===== config.mk =====
export PLATFORM = sky130hd
export DESIGN_NAME = clock_freeze_ctrl
export DESIGN_NICKNAME = d
export VERILOG_FILES = /design/src/rtl/clock_freeze_ctrl_pkg.sv /design/src/rtl/clock_freeze_ctrl_step_debouncer.sv /design/src/rtl/clock_freeze_ctrl.sv
export SDC_FILE = /design/constraint.sdc
export NUM_CORES = 1
export LEC_CHECK = 0
export ABC_AREA = 1
export CAP_MARGIN = 30
export CORE_AREA = 10 10 96 98
export DETAILED_ROUTE_END_ITERATION = 10
export DIE_AREA = 0 0 106 108
export PLACE_DENSITY_LB_ADDON = 0.1
export SYNTH_ARGS = -nofsm -noshare
export SYNTH_HDL_FRONTEND = slang
export SYNTH_HIERARCHICAL = 1
export SYNTH_SLANG_ARGS = --single-unit

===== constraint.sdc =====
create_clock -name clock50 -period 2.9 [get_ports clock50]
set_input_delay 0.58 -clock clock50 [delete_from_list [all_inputs] [get_ports clock50]]
set_output_delay 0.58 -clock clock50 [all_outputs]
set_load 0.01 [all_outputs]

===== src/rtl/clock_freeze_ctrl_pkg.sv =====
// Shared state codes, default timing constants and width helper for the
// processor clock run/freeze/step controller.
package clock_freeze_ctrl_pkg;

  typedef enum logic [1:0] {
    ST_RUN    = 2'b00,
    ST_FROZEN = 2'b01,
    ST_STEP   = 2'b10
  } state_t;

  // 50 MHz clock50: 1 MHz core tick, 10 s auto-resume, 20 ms button debounce
  localparam int unsigned DEF_DIV      = 50;
  localparam int unsigned DEF_TIMEOUT  = 500000000;
  localparam int unsigned DEF_DEBOUNCE = 1000000;

  // Counter width for a modulus n, never narrower than one bit
  function automatic int unsigned cnt_width(input int unsigned n);
    return (n > 1) ? $clog2(n) : 1;
  endfunction

endpackage


===== src/rtl/clock_freeze_ctrl_step_debouncer.sv =====
// Step pushbutton conditioning: 2-FF synchronizer, stability counter,
// debounced level and a one-cycle pulse on its rising edge.
module clock_freeze_ctrl_step_debouncer
  import clock_freeze_ctrl_pkg::*;
#(
  parameter int unsigned DEBOUNCE = DEF_DEBOUNCE
) (
  input  logic clock50,
  input  logic rst,
  input  logic raw,
  output logic level,
  output logic rise
);

  localparam int unsigned CNT_W = cnt_width(DEBOUNCE + 1);

  logic             sync1;
  logic             sync2;
  logic             level_d;
  logic [CNT_W-1:0] cnt;

  // Level flips only after DEBOUNCE consecutive synchronized samples that differ from it
  always_ff @(posedge clock50 or posedge rst) begin
    if (rst) begin
      sync1   <= 1'b0;
      sync2   <= 1'b0;
      level   <= 1'b0;
      level_d <= 1'b0;
      rise    <= 1'b0;
      cnt     <= '0;
    end else begin
      sync1   <= raw;
      sync2   <= sync1;
      level_d <= level;
      rise    <= level & ~level_d;
      if (sync2 == level) begin
        cnt <= '0;
      end else if (cnt == CNT_W'(DEBOUNCE - 1)) begin
        level <= sync2;
        cnt   <= '0;
      end else begin
        cnt <= cnt + CNT_W'(1);
      end
    end
  end

endmodule


===== src/rtl/clock_freeze_ctrl.sv =====
// Run/freeze/single-step controller: divides clock50 into a one-cycle core
// enable and gates it on freeze requests, breakpoints and step presses.
module clock_freeze_ctrl
  import clock_freeze_ctrl_pkg::*;
#(
  parameter int unsigned DIV      = DEF_DIV,
  parameter int unsigned TIMEOUT  = DEF_TIMEOUT,
  parameter int unsigned DEBOUNCE = DEF_DEBOUNCE
) (
  input  logic       clock50,
  input  logic       rst,
  input  logic       freeze_req,
  input  logic       break_hit,
  input  logic       resume,
  input  logic       step_btn,
  input  logic       auto_resume_en,
  output logic       core_tick,
  output logic       frozen,
  output logic [1:0] state,
  output logic       timeout_pulse
);

  localparam int unsigned DIV_W = cnt_width(DIV);
  localparam int unsigned TMR_W = cnt_width(TIMEOUT);

  state_t           cur_state;
  logic [DIV_W-1:0] div_cnt;
  logic [TMR_W-1:0] timer;
  logic             tick_raw;
  logic             timer_en;
  logic             timer_done;
  logic             step_pulse;
  logic             step_level_unused;

  assign state      = cur_state;
  assign tick_raw   = (div_cnt == DIV_W'(DIV - 1));
  assign timer_en   = auto_resume_en & ~freeze_req;
  assign timer_done = timer_en & (timer == TMR_W'(TIMEOUT - 1));

  clock_freeze_ctrl_step_debouncer #(
    .DEBOUNCE (DEBOUNCE)
  ) u_step_debouncer (
    .clock50 (clock50),
    .rst     (rst),
    .raw     (step_btn),
    .level   (step_level_unused),
    .rise    (step_pulse)
  );

  // Free-running divider, independent of the run/freeze state
  always_ff @(posedge clock50 or posedge rst) begin
    if (rst) begin
      div_cnt <= '0;
    end else if (tick_raw) begin
      div_cnt <= '0;
    end else begin
      div_cnt <= div_cnt + DIV_W'(1);
    end
  end

  // Control FSM; a freeze in the same cycle as tick_raw suppresses that tick
  always_ff @(posedge clock50 or posedge rst) begin
    if (rst) begin
      cur_state     <= ST_RUN;
      timer         <= '0;
      core_tick     <= 1'b0;
      frozen        <= 1'b0;
      timeout_pulse <= 1'b0;
    end else begin
      timeout_pulse <= 1'b0;
      case (cur_state)
        ST_RUN: begin
          timer <= '0;
          if (freeze_req || break_hit) begin
            cur_state <= ST_FROZEN;
            core_tick <= 1'b0;
            frozen    <= 1'b1;
          end else begin
            core_tick <= tick_raw;
            frozen    <= 1'b0;
          end
        end

        ST_FROZEN: begin
          core_tick <= 1'b0;
          frozen    <= 1'b1;
          if (step_pulse) begin
            cur_state <= ST_STEP;
            timer     <= '0;
          end else if (resume && !freeze_req) begin
            cur_state <= ST_RUN;
            frozen    <= 1'b0;
            timer     <= '0;
          end else if (timer_done) begin
            cur_state     <= ST_RUN;
            frozen        <= 1'b0;
            timer         <= '0;
            timeout_pulse <= 1'b1;
          end else if (timer_en) begin
            timer <= timer + TMR_W'(1);
          end else begin
            timer <= '0;
          end
        end

        // One tick at the next divider wrap, then back to FROZEN on the following edge
        ST_STEP: begin
          frozen <= 1'b1;
          timer  <= '0;
          if (core_tick) begin
            cur_state <= ST_FROZEN;
            core_tick <= 1'b0;
          end else begin
            core_tick <= tick_raw;
          end
        end

        default: begin
          cur_state <= ST_RUN;
          core_tick <= 1'b0;
          frozen    <= 1'b0;
          timer     <= '0;
        end
      endcase
    end
  end

endmodule


==> impl_metrics.toml, run 1 <==
[layout]
fill_cells = 737
area_growth_syn_to_layout_pct = 13.3
layout_commonest_cell = "sky130_fd_sc_hd__nor2_1"
layout_common_cells = "sky130_fd_sc_hd__nor2_1 (115), sky130_fd_sc_hd__nand2_1 (112), sky130_fd_sc_hd__dfrtp_1 (65)"
layout-drive-gt1-share_pct = 9.92
diodes = 0
fin_nets = 510

[clocking]
holdBufCountCts = 0
worst_setup_hold_path_clk_slew_ps = 80
post_cts_buffers = 0
cts_max_path_buffers = 2
cts-resized-gates = 0
cts_root_buf = "sky130_fd_sc_hd__clkbuf_8"
tritoncts_clock_tree = "yes"
clock_buffers_created_by_tritoncts = 9
htreeDepth = 3
worstSkewPairLatency_ps = 340
clock_sink_total = 65

[synthesis]
synth_fa_ha_area_share_pct = 1.41
synth.cell_area_um2 = 3550
synth.ff_latch_count = 65
xor_xnor_share_of_the_synthesized_area_pct = 5.64
synth_cells = 477
ys_warnings = 6
synth_compound_gate_area_share_pct = 2.47
yosys.area_share.simple_pct = 37.5
synth_ff_type = "sky130_fd_sc_hd__dfrtp_1"
combinational_family_with_the_most_area_after_synthesis = "simple AND/OR/NAND/NOR gates"
number_of_enable_flip_flop_cells_after_synthesis = 0
postSynthAreaPerCell_um2 = 7.45
post_synth_mux_area_share_pct = 0
seq_area_frac_synth_pct = 45.8
netlist-cell-type-count = 30
synth_nets = 488
synth-async-reset-ratio_pct = 100

[route]
wl_per_cell_um = 12.2
ant_nets = 0
initial_drt_markers = 83
drt_wl_total_um = 7360
first_pass_iters = 4
num_vias = 2884
detail_route.drc_violations = 0
drt-vias-per-instance = 4.76

[pwr]
vdd_ir_drop_max_mv = 0.319
powerDensity_nw_per_um2 = 495
internal_power_w = 0.00154
fraction_of_power_consumed_by_sequential_logic_pct = 47.4
p_leak_nw = 1.76
p_sw_w = 0.000449
power_frac_clock_pct = 45.3
switching_share_pct = 22.6
comb_power_share_pct = 7.4

[sta]
hold_slack_ps = 358
final.setup.tns_ps = 0
final.period_utilization_pct = 67.8
fmaxAchievable_mhz = 509
timing.clock.skew_ps = 12.7
final-max-slew-violation-count = 0
unrepaired_setup_endpoints_after_global_routing = "false"
tightestPinTransition_ps = 596
finalSetupViolations = 0
number_of_failing_hold_endpoints_at_the_final_stage = 0
fin_crit_ps = 1970
timing.slew.headroom_pct = 60.0

[worst_hold_path]
hold_path_class = "reg -> reg"

[global_route]
first_global_vias = 2918
grt_max_degree = 34
grt_pass1_wl_um = 13200
overflow = 0
track_usage_pct = 14.2
grt_antenna_before_repair = 0

[floorplan]
placeable_core_region_um2 = 7450
initial_utilization_pct = 47.7
pin_count = 12
chip_width_um = 106
die_h_um = 108
overall_die_area_um2 = 11400
placementRows = 32

[setup_path]
critPathCaptureType = "register"
setup.worst_path.class = "reg -> reg"
start_kind = "register"
cp_data_arrival_time_ps = 2230
critical_path.max_fanout = 18
required_ps = 3160

[run]
drv.max_cap_violation_count = 0

[placed_design]
numPortBuffers = 11
finalWeightedCongestion = 0.930
hpwl_um = 5610

[outcome]
status = "completed"
-- layer usage --
| layer | global-route usage, % | vias to the layer above | share of wire [%] |
|---|---|---|---|
| li1 | - | 1518 | - |
| met1 | 16.2 | 1318 | 45 |
| met2 | 24.8 | 38 | 50 |
| met3 | 2.91 | 10 | 2.8 |
| met4 | 7.54 | 0 | 2.1 |
| met5 | 0 | - | 0 |
-- synth_stat cells, types with 4 or more instances --
| library cell | number | area share (%) |
|---|---|---|
| sky130_fd_sc_hd__inv_2 | 5 | 0.53 |
| sky130_fd_sc_hd__inv_1 | 56 | 5.9 |
| sky130_fd_sc_hd__xor2_1 | 14 | 3.5 |
| sky130_fd_sc_hd__nand2_2 | 6 | 1.1 |
| sky130_fd_sc_hd__nand4_1 | 6 | 1.1 |
| sky130_fd_sc_hd__a21oi_1 | 6 | 0.85 |
| sky130_fd_sc_hd__nor2_2 | 11 | 1.9 |
| sky130_fd_sc_hd__xnor2_1 | 7 | 1.7 |
| sky130_fd_sc_hd__nor3_1 | 21 | 3.0 |
| sky130_fd_sc_hd__dfrtp_1 | 65 | 46 |
| sky130_fd_sc_hd__nand3_1 | 25 | 3.5 |
| sky130_fd_sc_hd__nand2_1 | 112 | 12 |
| sky130_fd_sc_hd__ha_1 | 4 | 1.4 |
| sky130_fd_sc_hd__nor2_1 | 115 | 12 |
-- logic make-up after synthesis --
logic type / count (synthesis)
AOI/OAI and AO/OA: 15
xor gates and xnor gates: 22
adders and majority gates: 4
buffers and inverters: 64
DFF: 65
and+or+nand+nor: 307
-- power groups by stage --
stage,registers [W],clock network [W],logic (W)
after global routing,0.000946,0.000964,0.000167
final,0.000942,0.000902,0.000146
after global placement,0.000960,0,0.000150
after CTS,0.000942,0.000929,0.000150
after detailed placement,0.000960,0,0.000150
after floorplan,0.000965,0,0.0000879
-- through the flow --
step                      instance area [um^2]  instances  worst slack [ps]  utilization [%]  total power [W]
after floorplan                           3550        477              1380                -          0.00105
after global placement                    3780        590               696             50.8          0.00111
after detailed placement                  3780        590               653             50.8          0.00111
after CTS                                 4020        606               905             54.0          0.00202
after global routing                      4020        606               769             54.0          0.00208
final                                     4020        606               934             54.0          0.00199
-- final timing paths --
check                                            start                      to  slack (ps)  cells after the start
worst max register to register                timer[0]                timer[7]         930                      9
min in group asynchronous                          rst               core_tick         510                      2
worst min register to register  u_step_debouncer/sync1  u_step_debouncer/sync2         360                      0
max in group asynchronous                          rst                timer[1]        1660                      3
worst max-delay path                          timer[0]                timer[7]         930                      9
worst min-delay path            u_step_debouncer/sync1  u_step_debouncer/sync2         360                      0
-- worst max-delay path, stage by stage (launching register included) --
cell	delay (ps)
sky130_fd_sc_hd__dfrtp_1	400
sky130_fd_sc_hd__ha_1	210
sky130_fd_sc_hd__nand2_1	160
sky130_fd_sc_hd__nor2_4	60
sky130_fd_sc_hd__nand2_2	160
sky130_fd_sc_hd__nor2_1	70
sky130_fd_sc_hd__nand2_1	130
sky130_fd_sc_hd__nand3_2	240
sky130_fd_sc_hd__buf_4	300
sky130_fd_sc_hd__nor3_1	160
-- cell type report --
cell class / instances / area [um^2] / area share, %
clock inverter: 4 / 73.8 / 1.83
clock buffer: 12 / 165 / 4.10
tap: 102 / 128 / 3.17
timing repair buffer: 14 / 133 / 3.30
sequential: 65 / 1630 / 40.4
inverter: 61 / 229 / 5.69
multi-input combinational: 348 / 1670 / 41.5
-- flip-flops by register name (all words and copies together) (netlist names), 2 cells and up --
name and cells:
div_cnt 6, state 2, timer 29, u_step_debouncer/cnt 20
Power figures use the tool's default switching activity.
==> inputs of run 2 (changes only) <==
Clock period 2.9 ns to 1.6 ns, I/O delays scaled along.
==> impl_metrics.toml, run 2 (synthesis gave the netlist of run 1 again) <==
[global_route]
overflow = 0
grt_antenna_before_repair = 0
grt_max_degree = 41
track_usage_pct = 14.0
grt_pass1_wl_um = 13000
first_global_vias = 2868

[setup_path]
required_ps = 1830
critical_path.max_fanout = 7
start_kind = "register"
cp_data_arrival_time_ps = 1780
worstPathCellList = "ha_4 > nand2_4 > nor2_4 > nand2_4 > nor2_4 > nand2_2 > nand3_4 > clkbuf_16 > nor3_2"
critPathCaptureType = "register"
critical_path.max_stage_delay_ps = 420
critPathSlowestCell = "sky130_fd_sc_hd__dfrtp_1"
setup.worst_path.class = "reg -> reg"

[clocking]
tritoncts_clock_tree = "yes"
worstSkewPairLatency_ps = 350
cts_max_path_buffers = 2
clock_buffers_created_by_tritoncts = 9
holdBufCountCts = 0
cts_root_buf = "sky130_fd_sc_hd__clkbuf_8"
htreeDepth = 3
clock_sink_total = 65
worst_setup_hold_path_clk_slew_ps = 70

[placed_design]
dpl.cell_count = 600
post-place-ws_ps = -114
finalWeightedCongestion = 0.858
numPortBuffers = 11
hpwl_um = 5540

[sta]
fin_crit_ps = 1560
final.period_utilization_pct = 97.2
timing.slew.headroom_pct = 75.8
number_of_failing_hold_endpoints_at_the_final_stage = 0
tightestPinTransition_ps = 362
fmaxAchievable_mhz = 643
final-max-slew-violation-count = 0
finalSetupViolations = 0
timing.clock.skew_ps = 8.73
hold_slack_ps = 351
unrepaired_setup_endpoints_after_global_routing = "true"
final_critical_path_setup_slack_ps = 44.7

[route]
detail_route.drc_violations = 0
wl_per_cell_um = 12.6
drt_wl_total_um = 7860
ant_nets = 0
drt-vias-per-instance = 4.76
first_pass_iters = 4
num_vias = 2963
initial_drt_markers = 142

[layout]
fin_nets = 526
regMostFlops = "timer"
layout_commonest_cell = "sky130_fd_sc_hd__nor2_1"
multi_input_comb_area_um2 = 1750
layout_common_cells = "sky130_fd_sc_hd__nor2_1 (111), sky130_fd_sc_hd__nand2_1 (108), sky130_fd_sc_hd__dfrtp_1 (65)"
biggest_regs = "timer: 29 flops, u_step_debouncer/cnt: 20 flops, div_cnt: 6 flops"
diodes = 0
layout-drive-gt1-share_pct = 15.0
largest_reg_flops = 29
register_area_um2 = 1630
area_growth_syn_to_layout_pct = 18.8
fill_cells = 729
finalNonFillerCells = 622

[outcome]
status = "completed"

[pwr]
powerDensity_nw_per_um2 = 787
total_power_w = 0.00332
p_leak_nw = 1.89
vdd_ir_drop_max_mv = 0.656

[floorplan]
initial_utilization_pct = 47.7
chip_width_um = 106
overall_die_area_um2 = 11400
die_h_um = 108
pin_count = 12
placementRows = 32
placeable_core_region_um2 = 7450

[run]
drv.max_cap_violation_count = 0

[worst_hold_path]
hold_path_class = "reg -> reg"
## run 2: changes by cell type in the layout (fill, tap and decap cells not counted), sizes merged
cell           previous run  this run
buf                       3        17
bufinv                    2         0
clkbuf                   12        13
clkdlybuf4s50            11         8
clkinv                    2         4
clkinvlp                  0         1
dlygate4sd2               0         2
dlymetal6s2s              0         1
## run 2: cell type report
class	instances	area share, %
clock buffers	11	3.35
multi-input cells	348	41.4
clock inverters	5	0.741
flip-flops and latches	65	38.5
well taps	102	3.02
inverters	61	5.42
repair buffers	30	7.50
## run 2: worst paths after layout
kind / cells after the start / end / start / slack, ps
min in group asynchronous: 3 / u_step_debouncer/cnt[16] / rst / 370
max: 9 / timer[7] / timer[0] / 40
max reg2reg: 9 / timer[7] / timer[0] / 40
min: 0 / u_step_debouncer/sync2 / u_step_debouncer/sync1 / 350
max in group asynchronous: 3 / u_step_debouncer/cnt[8] / rst / 990
min reg2reg: 0 / u_step_debouncer/sync2 / u_step_debouncer/sync1 / 350
## run 2: worst max-delay path, delay by kind of cell, from the launching register on
kind,cells,cell delay [ps]
AND/OR/NAND/NOR,7,670
buffers and inverters,1,180
adder cells (fa/ha/maj),1,170
flip-flops,1,420
## run 2: power breakdown
| group | total, W | internal, W | switching [W] |
|---|---|---|---|
| Clock | 0.00125 | 0.000599 | 0.000655 |
| Sequential | 0.00171 | 0.00168 | 0.0000302 |
| Combinational | 0.000357 | 0.000164 | 0.000193 |
| Total | 0.00332 | 0.00244 | 0.000878 |
## run 2: metrics by stage
stage | instance area, um^2 | TNS, ps | utilization, %
finish | 4220 | 0 | 56.7
CTS | 4060 | 0 | 54.6
global placement | 3880 | -2130 | 52.2
global route | 4220 | -707 | 56.7
floorplan | 3550 | 0 | -
detailed placement | 3880 | -3180 | 52.2
## run 2: per-layer routing
metal  share of wire (%)  vias to the layer above  GRT usage (%)
li1                    -                     1554              -
met1                  43                     1347           16.4
met2                  50                       49           23.8
met3                 3.9                       13           2.74
met4                 2.5                        0           7.54
met5                   0                        -              0
## run 2: timing repair
action                     in CTS  in global routing
pin swaps                       0                  4
setup endpoints to repair      10                 41
resized for setup               4                 19
buffers inserted                0                  3
gates cloned                    0                  3
